$ cat config.mk
export PLATFORM = sky130hd
export DESIGN_NAME = operand_loader_16_flat
export DESIGN_NICKNAME = d
export VERILOG_FILES = /design/src/rtl/operand_loader_16_if.sv /design/src/rtl/operand_loader_16.sv /design/src/flat_wrapper.sv
export SDC_FILE = /design/constraint.sdc
export NUM_CORES = 1
export LEC_CHECK = 0
export CORE_ASPECT_RATIO = 2
export CORE_MARGIN = 2
export CORE_UTILIZATION = 37
export DETAILED_ROUTE_END_ITERATION = 6
export PLACE_DENSITY = 0.72
export SYNTH_ARGS = -nofsm -noshare
export SYNTH_HDL_FRONTEND = slang
export SYNTH_SLANG_ARGS = --single-unit
$ cat constraint.sdc
create_clock -name CLK -period 5.1 [get_ports CLK]
set_input_delay 1.02 -clock CLK [delete_from_list [all_inputs] [get_ports CLK]]
set_output_delay 1.02 -clock CLK [all_outputs]
set_load 0.01 [all_outputs]
$ cat src/rtl/operand_loader_16_if.sv
// Byte-stream handshake and operand-cache bus of the 16-bit operand loader.
// The slave side is the loader; the master side is whatever feeds it bytes
// and observes the store strobes.
interface operand_loader_16_if #(
    parameter int unsigned COUNT_W = 8
);
    logic               flush;
    logic [7:0]         byte_in;
    logic               byte_valid;
    logic               byte_ready;
    logic [15:0]        data_out;
    logic               store_a;
    logic               store_b;
    logic               operands_ready;
    logic               busy;
    logic [COUNT_W-1:0] pair_count;

    modport master (
        output flush,
        output byte_in,
        output byte_valid,
        input  byte_ready,
        input  data_out,
        input  store_a,
        input  store_b,
        input  operands_ready,
        input  busy,
        input  pair_count
    );

    modport slave (
        input  flush,
        input  byte_in,
        input  byte_valid,
        output byte_ready,
        output data_out,
        output store_a,
        output store_b,
        output operands_ready,
        output busy,
        output pair_count
    );
endinterface

$ cat src/rtl/operand_loader_16.sv
// Byte-serial front end for the ALU operand cache registers. Assembles two
// 16-bit operands (A then B) from a byte stream, drives them on a shared bus
// with one-cycle store strobes and pulses operands_ready once per pair.
module operand_loader_16 #(
    parameter bit          HI_FIRST = 1'b0,
    parameter int unsigned COUNT_W  = 8
) (
    input logic                 CLK,
    input logic                 RST_N,
    operand_loader_16_if.slave  bus
);

    typedef enum logic [2:0] {
        StAFirst,
        StASecond,
        StBFirst,
        StBSecond,
        StCommit,
        StDone
    } state_e;

    state_e             state_q, state_d;
    logic [7:0]         hold_q, hold_d;
    logic [15:0]        data_q, data_d;
    logic               store_a_q, store_a_d;
    logic               store_b_q, store_b_d;
    logic               rdy_q, rdy_d;
    logic [COUNT_W-1:0] count_q, count_d;

    logic               byte_ready;
    logic               xfer;
    logic [15:0]        word;

    // Ready only in byte-accepting states, never during flush or reset.
    always_comb begin
        byte_ready = 1'b0;
        if (RST_N && !bus.flush) begin
            byte_ready = (state_q == StAFirst) || (state_q == StASecond) ||
                         (state_q == StBFirst) || (state_q == StBSecond);
        end
    end

    assign xfer = bus.byte_valid && byte_ready;
    assign word = HI_FIRST ? {hold_q, bus.byte_in} : {bus.byte_in, hold_q};

    // Next-state and registered-output logic of the byte sequencer.
    always_comb begin
        state_d   = state_q;
        hold_d    = hold_q;
        data_d    = data_q;
        store_a_d = 1'b0;
        store_b_d = 1'b0;
        rdy_d     = 1'b0;
        count_d   = count_q;

        if (bus.flush) begin
            // Abort the partial pair; strobes already out finish on their own.
            state_d = StAFirst;
            hold_d  = 8'h00;
        end else begin
            unique case (state_q)
                StAFirst: begin
                    if (xfer) begin
                        hold_d  = bus.byte_in;
                        state_d = StASecond;
                    end
                end
                StASecond: begin
                    if (xfer) begin
                        data_d    = word;
                        store_a_d = 1'b1;
                        state_d   = StBFirst;
                    end
                end
                StBFirst: begin
                    if (xfer) begin
                        hold_d  = bus.byte_in;
                        state_d = StBSecond;
                    end
                end
                StBSecond: begin
                    if (xfer) begin
                        data_d    = word;
                        store_b_d = 1'b1;
                        state_d   = StCommit;
                    end
                end
                StCommit: begin
                    rdy_d   = 1'b1;
                    count_d = count_q + 1'b1;
                    state_d = StDone;
                end
                StDone: begin
                    state_d = StAFirst;
                end
                default: begin
                    state_d = StAFirst;
                end
            endcase
        end
    end

    // State and output registers, cleared asynchronously.
    always_ff @(posedge CLK or negedge RST_N) begin
        if (!RST_N) begin
            state_q   <= StAFirst;
            hold_q    <= 8'h00;
            data_q    <= 16'h0000;
            store_a_q <= 1'b0;
            store_b_q <= 1'b0;
            rdy_q     <= 1'b0;
            count_q   <= '0;
        end else begin
            state_q   <= state_d;
            hold_q    <= hold_d;
            data_q    <= data_d;
            store_a_q <= store_a_d;
            store_b_q <= store_b_d;
            rdy_q     <= rdy_d;
            count_q   <= count_d;
        end
    end

    assign bus.byte_ready     = byte_ready;
    assign bus.data_out       = data_q;
    assign bus.store_a        = store_a_q;
    assign bus.store_b        = store_b_q;
    assign bus.operands_ready = rdy_q;
    assign bus.busy           = (state_q != StAFirst);
    assign bus.pair_count     = count_q;

endmodule

$ cat src/flat_wrapper.sv
// flat-port wrapper written by rule: the top's interface ports become plain ports
module operand_loader_16_flat 
#(
    parameter bit          HI_FIRST = 1'b0,
    parameter int unsigned COUNT_W  = 8
)
  (CLK, RST_N, bus_flush, bus_byte_in, bus_byte_valid, bus_byte_ready, bus_data_out, bus_store_a, bus_store_b, bus_operands_ready, bus_busy, bus_pair_count);
  operand_loader_16_if #(.COUNT_W(COUNT_W)) bus_i ();
  input logic CLK;
  input logic RST_N;
  input wire logic [$bits(bus_i.flush)-1:0] bus_flush;
  input wire logic [$bits(bus_i.byte_in)-1:0] bus_byte_in;
  input wire logic [$bits(bus_i.byte_valid)-1:0] bus_byte_valid;
  output wire logic [$bits(bus_i.byte_ready)-1:0] bus_byte_ready;
  output wire logic [$bits(bus_i.data_out)-1:0] bus_data_out;
  output wire logic [$bits(bus_i.store_a)-1:0] bus_store_a;
  output wire logic [$bits(bus_i.store_b)-1:0] bus_store_b;
  output wire logic [$bits(bus_i.operands_ready)-1:0] bus_operands_ready;
  output wire logic [$bits(bus_i.busy)-1:0] bus_busy;
  output wire logic [$bits(bus_i.pair_count)-1:0] bus_pair_count;
  assign bus_i.flush = bus_flush;
  assign bus_i.byte_in = bus_byte_in;
  assign bus_i.byte_valid = bus_byte_valid;
  assign bus_byte_ready = bus_i.byte_ready;
  assign bus_data_out = bus_i.data_out;
  assign bus_store_a = bus_i.store_a;
  assign bus_store_b = bus_i.store_b;
  assign bus_operands_ready = bus_i.operands_ready;
  assign bus_busy = bus_i.busy;
  assign bus_pair_count = bus_i.pair_count;
  operand_loader_16 #(.HI_FIRST(HI_FIRST), .COUNT_W(COUNT_W)) u_core (.CLK(CLK), .RST_N(RST_N), .bus(bus_i));
endmodule
### After elaboration in Yosys (flattened, before gate mapping)

Index checks and enable logic that the tools add are counted.

* bitwise logic cells: 1
* eq/ne operators: 8
* mux-type cells: 17
* reduce and logical (&&, ||, !) cells: 16
* add/sub/neg operators: 1

Operators by type and width (number)
* two-way mux 8 bit: 3
* two-way mux 3 bit: 5
* case mux 3 bit (5 select lines): 1
* != test 3 x 2 -> 1 bit, second input constant: 4
* adder 8 x 1 -> 8 bit, second input constant: 1
* two-way mux 1 bit: 8
* == test 3 x 2 -> 1 bit, second input constant: 2
* AND reduction 2 bit: 2
* AND reduction 4 bit: 1
* nonzero test 2 bit: 2
* OR reduction 2 bit: 2
* == test 3 x 1 -> 1 bit, second input constant: 1
* == test 3 bit, second input constant: 1
* zero test 3 bit: 1
* logical OR 1 bit: 3
* AND reduction 3 bit: 1
* nonzero test 3 bit: 1
* logical AND 1 bit: 2
* zero test 1 bit: 1
* NOT 1 bit: 1

* register bits after elaboration: 38
* input bits: 12

### Depth between registers and ports, before layout

* word-level depth: 9
* depth in mapped cells: 6
* gate-level depth less buffers: 4

### Worst setup path before layout

No wires, ideal clock.

* kind: input port to output port
* start: input bus_flush
* end: output bus_byte_ready
* arrival: 1427 ps
* path slack: 2653 ps
* cell stages on the path: 2
* cells stage by stage: nor2_1 and2_1

* cells in the longest elaborated chain, start to end: 3

RTL lines
* start, declared: line flat_wrapper.sv:11 `input wire logic [$bits(bus_i.flush)-1:0] bus_flush;`
* zero test 1 bit: line operand_loader_16.sv:37 `if (RST_N && !bus.flush) begin`
* logical AND 1 bit: line operand_loader_16.sv:37
* two-way mux 1 bit: line operand_loader_16.sv:37
* end, declared: line flat_wrapper.sv:14 `output wire logic [$bits(bus_i.byte_ready)-1:0] bus_byte_ready;`

No other way between the ends.

### Final worst setup path

Same ends and word-level chain as after synthesis.

==> impl_metrics.csv <==
group,metric,value,unit
synthesis,ys_async_sr_fraction,100,%
clock_network,hold_buffers,0,
synthesis,synth_commonest_cells,"38 x dfrtp_1, 24 x mux2_2, 8 x nor2b_1",
detailed_routing,drt_iter0_markers,5,
critical_path,critPathSlowestCell,"clkdlybuf4s50_1",
die,die_w,50.4,um
synthesis,syn-num-nets,131,
power,ir_drop,304,uV
sta,fin_ws,1340,ps
synthesis,synth_top_cell_by_area,"dfrtp_1",
global_routing,grt.total_usage,13.7,%
clock_network,cts-buffers-inserted,5,
place,io_buffers,40,
status,outcome,"finished clean",
min_path,worstHoldStart,"u_core.bus.pair_count[7]$_DFFE_PN0P_",
critical_path,critPathCaptureType,"primary output",
critical_path,worstPathMaxFanout,12,
detailed_routing,wire_per_inst,14.2,um
sta,finalSetupViolCount,0,
detailed_routing,drc,0,
sta,max_freq,266,MHz
critical_path,start_kind,"input pin",
critical_path,reg2reg_depth,3,
detailed_routing,routed_wirelength,3.02,mm
sta,fin_setup_tns,0,ps
die,dieArea,4880,um^2
sta,post-route-min-period,3760,ps
die,std_cell_rows,33,
clock_network,max-clock-path-buffers,2,
synthesis,synth_area,1600,um^2
sta,slew_viol_final,0,
synthesis,synth_cell_type_count,27,
synthesis,synth_top_area_share,59.6,%
die,ios,41,
sta,finalHoldViolations,0,
clock_network,clk-insertion-delay-late,280,ps
min_path,min_delay_worst_endpoint,"u_core.bus.pair_count[7]$_DFFE_PN0P_",
critical_path,cp.required,4080,ps
critical_path,r2r_slack,3160,ps
cells_and_area,area_growth,31.9,%
synthesis,synth_seq_area_share,59.6,%
detailed_routing,avgViaCountPerCell,4.93,
clock_network,clk_pin_slew_worst_paths,70,ps
die,initial_core_util,38.6,%
min_path,whs_path_depth,1,
flow_run,cap_violations,0,
place,dp_slack,1340,ps
critical_path,arrival,2740,ps
critical_path,cpPeakStageDelay,640,ps
clock_network,cts-htree-levels,2,
cells_and_area,drive_above_1_share,22.4,%
global_routing,grt_pass1_vias,1103,
critical_path,reg2reg_from,"u_core.state_q[2]$_DFFE_PN0P_",
min_path,min_path_type,"reg -> reg",
critical_path,critPathKind,"in -> out",
clock_network,post_cts_resized,0,
cells_and_area,nets,174,
synthesis,ys_ff_latch,38,
cells_and_area,fin_cells,213,
die,coreArea,4130,um^2
sta,rsz0062_at_grt,"false",
clock_network,cts.sinks,38,
synthesis,synth_most_common_cell,"dfrtp_1",
critical_path,r2r-end,"u_core.bus.data_out[10]$_DFFE_PN0P_",
place,dp_hpwl,2.21,mm
clock_network,cts_tree,"built",
place,place.detailed.instances,206,
synthesis,synth_top_flop_cell,"dfrtp_1",
sta,worstMarginPinSlew,807,ps
clock_network,clock-root-buffer,"clkbuf_8",
detailed_routing,vias,1050,
critical_path,worstPathCellList,"clkdlybuf4s50_1 -> nor2_1 -> and2_1 -> clkdlybuf4s50_1",
synthesis,yosysWarnings,0,
sta,period_share,73.8,%
synthesis,synth_edf_count,0,
synthesis,syn_area_per_cell,13.5,um^2
critical_path,critical_path.most_common_cell,"clkdlybuf4s50_1",
global_routing,grt_pass1_wl,5.17,mm
global_routing,grt_max_degree,43,
synthesis,synth.area.top_cells,"dfrtp_1 60%, mux2_2 17%, nor2b_1 3.1%, xnor2_1 2.2%, nand2_1 1.6%",
place,gp_congestion,0.753,
detailed_routing,ant_nets,0,
detailed_routing,drt_pass1_iterations,2,
sta,fin_skew,2.18,ps
power,p_per_area,305,nW/um^2
cells_and_area,n_antenna_cell,0,
clock_network,postCtsSetupBuffers,0,
global_routing,antenna_found_initial,0,
global_routing,grt-ovfl-total,0,
synthesis,netlist_instances,118,
power,p_leak,0.981,nW
sta,timing.slew.headroom,46.0,%
die,die_h,96.9,um
-- where the power goes --
part	leakage, nW	switching [mW]	total, mW	internal (mW)
Clock	0.0383	0.0922	0.186	0.0940
Combinational	0.429	0.0416	0.112	0.0705
Sequential	0.514	0.0158	0.344	0.328
Total	0.981	0.150	0.642	0.493
-- per-layer routing --
layer | track usage, % | routed length (um)
met1 | 15.4 | 1200
met2 | 23.3 | 1600
met3 | 4.78 | 160
met4 | 5.20 | 60
met5 | 0 | 0
-- flip-flops by register name, summed over array words and instances, names as in the netlist --
signal	flops
u_core.bus.data_out	16
u_core.bus.operands_ready	1
u_core.bus.pair_count	8
u_core.bus.store_a	1
u_core.bus.store_b	1
u_core.hold_q	8
u_core.state_q	3
-- cell usage in the layout (no fill, tap or decap), types with 2 or more instances in the layout --
cell	n
a21boi_0	2
a21oi_1	2
and3b_1	2
clkbuf_1	2
clkbuf_8	5
clkdlybuf4s50_1	39
dfrtp_1	38
inv_1	3
mux2_2	24
nand2_1	7
nand3_1	2
nand4_1	4
nor2_1	2
nor2b_1	8
or3_1	2
xnor2_1	4
xor2_1	3
-- critical path, delay by kind of cell --
| kind | cells | cell delay [ps] |
|---|---|---|
| buf+inv | 2 | 1170 |
| simple gates | 2 | 550 |
-- stage by stage --
step / utilization (%) / power [mW] / hold slack (ps) / instance area (um^2)
floorplan: - / 0.392 / 473 / 1600
global placement: 49.1 / 0.459 / 462 / 2030
detailed placement: 49.1 / 0.464 / 490 / 2030
CTS: 51.0 / 0.654 / 503 / 2100
global route: 51.0 / 0.675 / 520 / 2100
finish: 51.0 / 0.642 / 492 / 2100
-- logic make-up after synthesis --
family                     share of synthesized area [%]
AOI/OAI and AO/OA                                   2.43
xor gates and xnor gates                            3.84
adders and majority gates                          0.784
buffers and inverters                               3.14
DFF                                                 59.6
muxes                                               16.9
and+or+nand+nor                                     13.3
-- how the worst max path moves through the flow --
stage | endpoint | from | cells after the start | slack (ps)
global route | bus_byte_ready | bus_flush | 4 | 1240
finish | bus_byte_ready | bus_flush | 4 | 1340
CTS | bus_byte_ready | bus_flush | 4 | 1330
detailed placement | bus_byte_ready | bus_flush | 4 | 1340
floorplan | bus_byte_ready | bus_flush | 2 | 2650
global placement | bus_byte_ready | bus_flush | 4 | 1390
-- cell type report --
type | count | area [um^2]
Fill cell | 373 | 2020
Sequential cell | 38 | 951
Multi-Input combinational cell | 71 | 594
Timing Repair Buffer | 41 | 403
Clock buffer | 7 | 76.3
Tap cell | 52 | 65.1
Inverter | 4 | 15.0
Power figures use the tool's default switching activity.
